==> config.mk <==
export PLATFORM = sky130hd
export DESIGN_NAME = mac_seq_ctrl_flat
export DESIGN_NICKNAME = d
export VERILOG_FILES = /design/src/rtl/mac_seq_ctrl_pkg.sv /design/src/rtl/mac_seq_ctrl_if.sv /design/src/rtl/mac_seq_ctrl.sv /design/src/flat_wrapper.sv
export SDC_FILE = /design/constraint.sdc
export NUM_CORES = 1
export LEC_CHECK = 0
export CAP_MARGIN = 20
export CELL_PAD_IN_SITES_DETAIL_PLACEMENT = 1
export CELL_PAD_IN_SITES_GLOBAL_PLACEMENT = 1
export CORE_MARGIN = 5
export CORE_UTILIZATION = 26
export CTS_CLUSTER_DIAMETER = 150
export DETAILED_ROUTE_END_ITERATION = 10
export GPL_ROUTABILITY_DRIVEN = 0
export GPL_TIMING_DRIVEN = 0
export PLACE_DENSITY_LB_ADDON = 0.08
export SLEW_MARGIN = 5
export SYNTH_ARGS = -nofsm -noshare
export SYNTH_HDL_FRONTEND = slang
export SYNTH_SLANG_ARGS = --single-unit
==> constraint.sdc <==
create_clock -name clk -period 2.1 [get_ports clk]
set_clock_uncertainty 0.05 [all_clocks]
set_input_delay 0.525 -clock clk [delete_from_list [all_inputs] [get_ports clk]]
set_output_delay 0.525 -clock clk [all_outputs]
set_load 0.005 [all_outputs]
==> src/rtl/mac_seq_ctrl_pkg.sv <==
// Shared definitions for the MAC sequencer: FSM state encoding and the MAC pipeline depth.
// The attached MAC is built against the same MAC_LAT constant.
package mac_seq_ctrl_pkg;

  localparam int MAC_LAT = 3;
  localparam int DRAIN_W = (MAC_LAT > 1) ? $clog2(MAC_LAT) : 1;

  typedef enum logic [2:0] {
    ST_IDLE   = 3'd0,
    ST_FEED   = 3'd1,
    ST_DRAIN  = 3'd2,
    ST_RESULT = 3'd3,
    ST_CLEAR  = 3'd4
  } state_e;

endpackage

==> src/rtl/mac_seq_ctrl_if.sv <==
// Scheduler-facing bundle of the MAC sequencer: job request, operand pair stream, result stream.
// Handshakes: a beat moves on a rising edge where valid && ready; valid never waits on ready,
// and a producer holds its data stable while valid is high and ready is low.
interface mac_seq_ctrl_if #(
  parameter int WIDTH = 16,
  parameter int LEN_W = 8
);

  logic             start;
  logic [LEN_W-1:0] len;
  logic             busy;

  logic             pair_valid;
  logic             pair_ready;
  logic [WIDTH-1:0] pair_in;
  logic [WIDTH-1:0] pair_w;

  logic             res_valid;
  logic             res_ready;
  logic [WIDTH-1:0] res_data;

  modport master (
    output start, len, pair_valid, pair_in, pair_w, res_ready,
    input  busy, pair_ready, res_valid, res_data
  );

  modport slave (
    input  start, len, pair_valid, pair_in, pair_w, res_ready,
    output busy, pair_ready, res_valid, res_data
  );

endinterface

==> src/rtl/mac_seq_ctrl.sv <==
// Sequencer for one MAC: streams a length-N job of operand pairs into the MAC, waits out the
// MAC pipeline, returns the captured dot product, then clears the MAC with a one-cycle reset.
module mac_seq_ctrl
  import mac_seq_ctrl_pkg::*;
#(
  parameter int WIDTH = 16,
  parameter int LEN_W = 8
) (
  input  logic             clk,
  input  logic             rstb,
  mac_seq_ctrl_if.slave    bus,
  output logic [WIDTH-1:0] mac_in,
  output logic [WIDTH-1:0] mac_w,
  output logic             mac_rstb,
  input  logic [WIDTH-1:0] mac_out,
  output state_e           state_dbg
);

  state_e             state;
  logic [LEN_W-1:0]   len_q;
  logic [LEN_W-1:0]   beats;
  logic [DRAIN_W-1:0] drain_cnt;
  logic [WIDTH-1:0]   res_data_q;
  logic               clr_n_q;
  logic               accept;

  assign accept = (state == ST_FEED) && bus.pair_valid;

  // Idle cycles feed zero products, which leave the MAC accumulator untouched.
  assign mac_in = accept ? bus.pair_in : '0;
  assign mac_w  = accept ? bus.pair_w  : '0;

  // clr_n_q is a flop, so this gate cannot glitch the MAC reset.
  assign mac_rstb = rstb & clr_n_q;

  assign bus.busy       = (state != ST_IDLE);
  assign bus.pair_ready = (state == ST_FEED);
  assign bus.res_valid  = (state == ST_RESULT);
  assign bus.res_data   = res_data_q;
  assign state_dbg      = state;

  always_ff @(posedge clk or negedge rstb) begin
    if (!rstb) begin
      state      <= ST_IDLE;
      len_q      <= '0;
      beats      <= '0;
      drain_cnt  <= '0;
      res_data_q <= '0;
      clr_n_q    <= 1'b1;
    end else begin
      case (state)
        ST_IDLE: begin
          if (bus.start) begin
            len_q     <= bus.len;
            beats     <= '0;
            drain_cnt <= '0;
            // A zero-length job still drains and reports, yielding the cleared MAC value.
            state     <= (bus.len != '0) ? ST_FEED : ST_DRAIN;
          end
        end
        ST_FEED: begin
          if (bus.pair_valid) begin
            beats <= beats + LEN_W'(1);
            if (beats == len_q - LEN_W'(1)) begin
              drain_cnt <= '0;
              state     <= ST_DRAIN;
            end
          end
        end
        ST_DRAIN: begin
          if (drain_cnt == DRAIN_W'(MAC_LAT - 1)) begin
            res_data_q <= mac_out;
            state      <= ST_RESULT;
          end else begin
            drain_cnt <= drain_cnt + DRAIN_W'(1);
          end
        end
        ST_RESULT: begin
          if (bus.res_ready) begin
            clr_n_q <= 1'b0;
            state   <= ST_CLEAR;
          end
        end
        ST_CLEAR: begin
          clr_n_q <= 1'b1;
          state   <= ST_IDLE;
        end
        default: begin
          clr_n_q <= 1'b1;
          state   <= ST_IDLE;
        end
      endcase
    end
  end

endmodule
==> src/flat_wrapper.sv <==
// flat-port wrapper written by rule: the top's interface ports become plain ports
module mac_seq_ctrl_flat import mac_seq_ctrl_pkg::*;
#(
  parameter int WIDTH = 16,
  parameter int LEN_W = 8
)
  (clk, rstb, mac_in, mac_w, mac_rstb, mac_out, state_dbg, bus_start, bus_len, bus_pair_valid, bus_pair_in, bus_pair_w, bus_res_ready, bus_busy, bus_pair_ready, bus_res_valid, bus_res_data);
  mac_seq_ctrl_if #(.WIDTH(WIDTH), .LEN_W(LEN_W)) bus_i ();
  input  logic clk;
  input  logic rstb;
  output logic [WIDTH-1:0] mac_in;
  output logic [WIDTH-1:0] mac_w;
  output logic mac_rstb;
  input  logic [WIDTH-1:0] mac_out;
  output state_e state_dbg;
  input wire logic [$bits(bus_i.start)-1:0] bus_start;
  input wire logic [$bits(bus_i.len)-1:0] bus_len;
  input wire logic [$bits(bus_i.pair_valid)-1:0] bus_pair_valid;
  input wire logic [$bits(bus_i.pair_in)-1:0] bus_pair_in;
  input wire logic [$bits(bus_i.pair_w)-1:0] bus_pair_w;
  input wire logic [$bits(bus_i.res_ready)-1:0] bus_res_ready;
  output wire logic [$bits(bus_i.busy)-1:0] bus_busy;
  output wire logic [$bits(bus_i.pair_ready)-1:0] bus_pair_ready;
  output wire logic [$bits(bus_i.res_valid)-1:0] bus_res_valid;
  output wire logic [$bits(bus_i.res_data)-1:0] bus_res_data;
  assign bus_i.start = bus_start;
  assign bus_i.len = bus_len;
  assign bus_i.pair_valid = bus_pair_valid;
  assign bus_i.pair_in = bus_pair_in;
  assign bus_i.pair_w = bus_pair_w;
  assign bus_i.res_ready = bus_res_ready;
  assign bus_busy = bus_i.busy;
  assign bus_pair_ready = bus_i.pair_ready;
  assign bus_res_valid = bus_i.res_valid;
  assign bus_res_data = bus_i.res_data;
  mac_seq_ctrl #(.WIDTH(WIDTH), .LEN_W(LEN_W)) u_core (.clk(clk), .rstb(rstb), .bus(bus_i), .mac_in(mac_in), .mac_w(mac_w), .mac_rstb(mac_rstb), .mac_out(mac_out), .state_dbg(state_dbg));
endmodule
* After elaboration in Yosys (flattened, before gate mapping)
Cells that the tools add are included.
** Cells by class
- Eq/ne operators :: 11
- Magnitude comparators :: 0
- Add/subtract/negate cells :: 3
- Muxes and demuxes :: 19
- Reductions and logical operators :: 13
- Multiply operators :: 0
- Div/mod/pow operators :: 0
- Bitwise gates (word level) :: 2
- Shift-type cells :: 0
** Operator list (number)
- 2-to-1 mux 16 bit :: 2
- 2-to-1 mux 8 bit :: 2
- one-hot mux 8 bit (2 select lines) :: 1
- 2-to-1 mux 3 bit :: 5
- one-hot mux 3 bit (4 select lines) :: 1
- 2-to-1 mux 2 bit :: 5
- AND reduction 5 bit :: 2
- adder 8 x 1 -> 8 bit, second input constant :: 1
- == test 8 bit :: 1
- != test 2 bit, second input constant :: 4
- nonzero test 8 bit :: 1
- subtractor 8 x 1 -> 8 bit, second input constant :: 1
- == test 3 x 2 -> 1 bit, second input constant :: 2
- one-hot mux 2 bit (3 select lines) :: 1
- AND reduction 2 bit :: 3
- nonzero test 3 bit :: 2
- != test 2 x 1 -> 1 bit, second input constant :: 2
- == test 3 x 1 -> 1 bit, second input constant :: 1
- zero test 3 bit :: 1
- AND reduction 3 bit :: 1
- OR reduction 3 bit :: 1
- adder 2 x 1 -> 2 bit, second input constant :: 1
- == test 2 bit, second input constant :: 1
- one-hot mux 1 bit (2 select lines) :: 1
- 5 further kinds :: 5
** Word-level totals
- Register bits after elaboration :: 38
- Output and inout port bits :: 55
- Input bits :: 61
- ROM bits :: 0
- Bits in latches :: 0
- RAM bits :: 0
- Word-level logic and storage cells :: 54
- Memories kept :: 0

* Logic depth before layout (Yosys ltp)
- Word-level depth :: 5
- Gate-level depth with buffers :: 9
- Gate-level depth less buffers :: 7

* Least setup slack after synthesis
OpenSTA, ideal clock, no wires.
- Kind :: register to output
- From :: register u_core.state[2], in the netlist u_core.state_dbg[2]
- To :: output mac_in[0]
- Arrival time :: 1467 ps
- Path slack :: 58 ps
- Data required time :: 1525 ps
- Path buffers :: 3
- Cell stages (with the launch flop) :: 9
- Cell sequence :: dfrtp_1 -> buf_2 -> nor2_1 -> nand2_1 -> inv_1 -> and2_1 -> buf_2 -> clkbuf_1 -> and2_1
** Between the ends
- Longest elaborated chain between the ends :: 3
** Ends and longest elaborated chain
- start, declared :: line mac_seq_ctrl.sv:19 : state_e state;
- start signal, assigned :: line mac_seq_ctrl.sv:58 : state <= (bus.len != '0) ? ST_FEED : ST_DRAIN;
- == test 3 x 1 -> 1 bit
- via bus_pair_ready :: line flat_wrapper.sv:23 : output wire logic [$bits(bus_i.pair_ready)-1:0] bus_pair_ready;
- logical AND 1 bit :: line mac_seq_ctrl.sv:27 : assign accept = (state == ST_FEED) && bus.pair_valid;
- 2-to-1 mux 16 bit :: line mac_seq_ctrl.sv:30 : assign mac_in = accept ? bus.pair_in : '0;
- end, declared :: line flat_wrapper.sv:11 : output logic [WIDTH-1:0] mac_in;
The timed path passes the listed nets, and every way through them passes these cells.

* Final worst setup path
- From :: register u_core.state[2], in the netlist u_core.state_dbg[2]
- To :: output mac_in[6]
** Between the ends
- Longest elaborated chain between the ends :: 3
** Ends and longest elaborated chain (line)
- == test 3 x 1 -> 1 bit :: mac_seq_ctrl.sv:27
- logical AND 1 bit :: mac_seq_ctrl.sv:27
- 2-to-1 mux 16 bit :: mac_seq_ctrl.sv:30
No other way between the ends.

==> metrics.cfg <==
[detailed_routing]
drtIter0Drc = 36
wire_per_inst_um = 15.4
route.vias.total = 2197
drc = 0
viasPerCell = 4.70
wirelength_mm = 7.21
antenna_left = 0
dr.pass1.iters = 4

[timing]
period_share_pct = 107
setup_viol = 32
worst_pin_slew_ns = 0.460
drv_slew = 0
slew_headroom_pct = 69.3
setup_ws_ns = -0.156
hold_viol = 0
rsz0062_at_grt = yes
period_needed_ns = 2.26
max_freq_ghz = 0.443
whs_ns = 0.0455

[floorplan]
row_count = 33
die_h_um = 101
die-area_um2 = 10200
fp.dieW_um = 101
coreArea_um2 = 8180
initial_utilization_pct = 26.4
boundaryPins = 116

[clocking]
clock_sinks = 38
cts_htree_levels = 2
insertion_delay_ns = 0.29
cts_inserted_buffers = 5
clk_pin_slew_ns = 0.08
cts_tree = done
root_buffer = clkbuf_8
cts_buffer_depth = 2

[global_route]
grt-ovfl-total = 0
grt_max_degree = 31
grt_use_total_pct = 14.1
grt_pass1_wl_mm = 11.6
antenna_found_initial = 0
grt_pass1_vias = 2435

[synthesis]
yosys.area.top_type = dfrtp_1
synth_area_leaders = dfrtp_1 (43%), mux2_2 (11%), and2_1 (10%)
async_flop_share_pct = 100
syn-mean-instance-area_um2 = 10.0
syn_area_um2 = 2160
yosysSeqAreaShare_pct = 44.0
syn-num-nets = 280
netlist_top_cells_count = dfrtp_1 (37), and2_1 (36), mux2_2 (22), o21ai_0 (14), nand2_1 (13)
yosys_warnings = 0
yosysMostFrequentCell = dfrtp_1
syn_inst = 216
synth_cell_types = 44
synth_ff_type = dfrtp_1
synth-edff-count = 0
synth_top_area_share_pct = 42.8
ys_seq_elements = 38

[status]
status = finished, violations left
violations = setup timing

[critical_path]
critPathLaunchType = flip-flop
cp.required_ns = 1.52
cp_max_fo = 6
endpoint_kind = output port
worstPathArrival_ns = 1.68
path_class = flip-flop to output port

[power_and_ir_drop]
ir_drop_mv = 0.336
p_leak_nw = 1.73
power.total_mw = 4.79
powerDensity_nw_per_um2 = 1220

[min_path]
hold_path.class = primary input to async pin

[place]
dp_hpwl_mm = 5.33
port-buffer-count = 115

[layout]
fin_nets = 425
antennaDiodeCount = 0
area_delta_synth_final_pct = 81.6
fillers = 924
drive_gt1_share_pct = 37.8

[job]
cap_violations = 0

cells in the final DEF, fill, tap and decap left out, types with 2 or more instances in the layout:
cell type and count:
clkdlybuf4s50_1 78, nand4_1 5, nor3b_1 2, o21bai_1 2, nor2_2 2, and2_4 21, o21ai_0 13, nor4_4 2
bufinv_16 2, nor3_1 3, dfrtp_1 35, buf_2 14, inv_2 3, ha_1 2, dlygate4sd2_1 3, xor2_1 5
dfrtp_2 2, a21oi_1 5, a31oi_1 3, a211o_1 3, inv_1 6, o31ai_1 2, clkbuf_4 2, buf_6 24
mux2_2 22, a21o_1 3, buf_4 20, and2_1 15, nor2_1 8, clkbuf_8 8, nand2_1 12, xnor2_1 3
what timing repair did:
item	CTS	global route
cloned	1	1
setup buffers	14	10
hold buffers	0	0
pin swaps	11	18
endpoints found under the setup margin	39	52
gates resized for setup	167	53
power breakdown:
group	internal [mW]	switching, mW	total [mW]
Sequential	1.05	0.261	1.31
Combinational	1.62	1.07	2.69
Clock	0.507	0.273	0.780
critical path, cell delays in order, from the launching register on:
cell and delay [ns]:
dfrtp_2 0.43, nor2_2 0.15, nand2_2 0.08, inv_2 0.07, and2_4 0.20, buf_6 0.12, clkbuf_16 0.12, and2_4 0.13
buf_6 0.08
routing by layer:
layer	global-route usage, %	share of wire [%]
met1	17.6	42
met2	22.3	45
met3	5.65	12
met4	4.09	1.1
met5	0	0
layout make-up:
| cell class | count | area, um^2 | area share [%] |
|---|---|---|---|
| repair buffers | 140 | 1340 | 34.1 |
| plain buffers | 9 | 78.8 | 2.01 |
| clock buffers | 6 | 82.6 | 2.10 |
| well taps | 105 | 131 | 3.35 |
| multi-input cells | 158 | 1240 | 31.7 |
| flip-flops and latches | 38 | 955 | 24.3 |
| clock inverters | 2 | 60.1 | 1.53 |
| inverters | 9 | 33.8 | 0.860 |
final timing paths:
path	to	cells past startpoint	slack [ns]	startpoint
setup / recovery	mac_in[6]	8	-0.16	u_core.state_dbg[2]$_DFFE_PN0P_
hold / removal	u_core.bus.res_data[7]$_DFFE_PN0P_	1	0.05	rstb
setup reg to reg	u_core.state_dbg[1]$_DFFE_PN0P_	8	0	u_core.len_q[0]$_DFFE_PN0P_
hold reg to reg	u_core.bus.res_data[15]$_DFFE_PN0P_	1	0.46	u_core.bus.res_data[15]$_DFFE_PN0P_
max in group asynchronous	u_core.len_q[0]$_DFFE_PN0P_	2	1.49	rstb
min in group clk	u_core.bus.res_data[15]$_DFFE_PN0P_	1	0.46	u_core.bus.res_data[15]$_DFFE_PN0P_
kinds of logic (layout without fill, tap and decap cells):
logic type / count (synthesis) / count (layout) / share of synthesized area [%]
buffers and inverters: 20 / 166 / 3.70
flip-flops: 38 / 38 / 44.0
XOR/XNOR: 8 / 8 / 3.24
AO/OA/AOI/OAI: 41 / 41 / 12.8
multiplexers: 23 / 23 / 11.9
AND/OR/NAND/NOR: 83 / 83 / 22.6
adder cells (fa/ha/maj): 3 / 3 / 1.74
sequential cells by signal, summed over array words and instances, names as in the netlist:
name and cells:
u_core.len_q 8, u_core.drain_cnt 2, u_core.beats 8, u_core.bus.res_data 16
u_core.state_dbg 3, u_core.clr_n_q 1
stage by stage:
stage	setup WS (ns)	util, %	cells	TNS [ns]	instance area (um^2)
6_report	-0.156	48.0	467	-2.68	3930
5_1_grt	-0.227	48.0	467	-5.41	3930
3_3_place_gp	-1.59	42.1	436	-55.64	3440
3_5_place_dp	-1.04	42.3	437	-33.54	3460
4_1_cts	-0.223	45.1	459	-3.62	3690
2_1_floorplan	0.0579	-	216	0	2160
No activity file was read; power rests on OpenSTA's default activity.
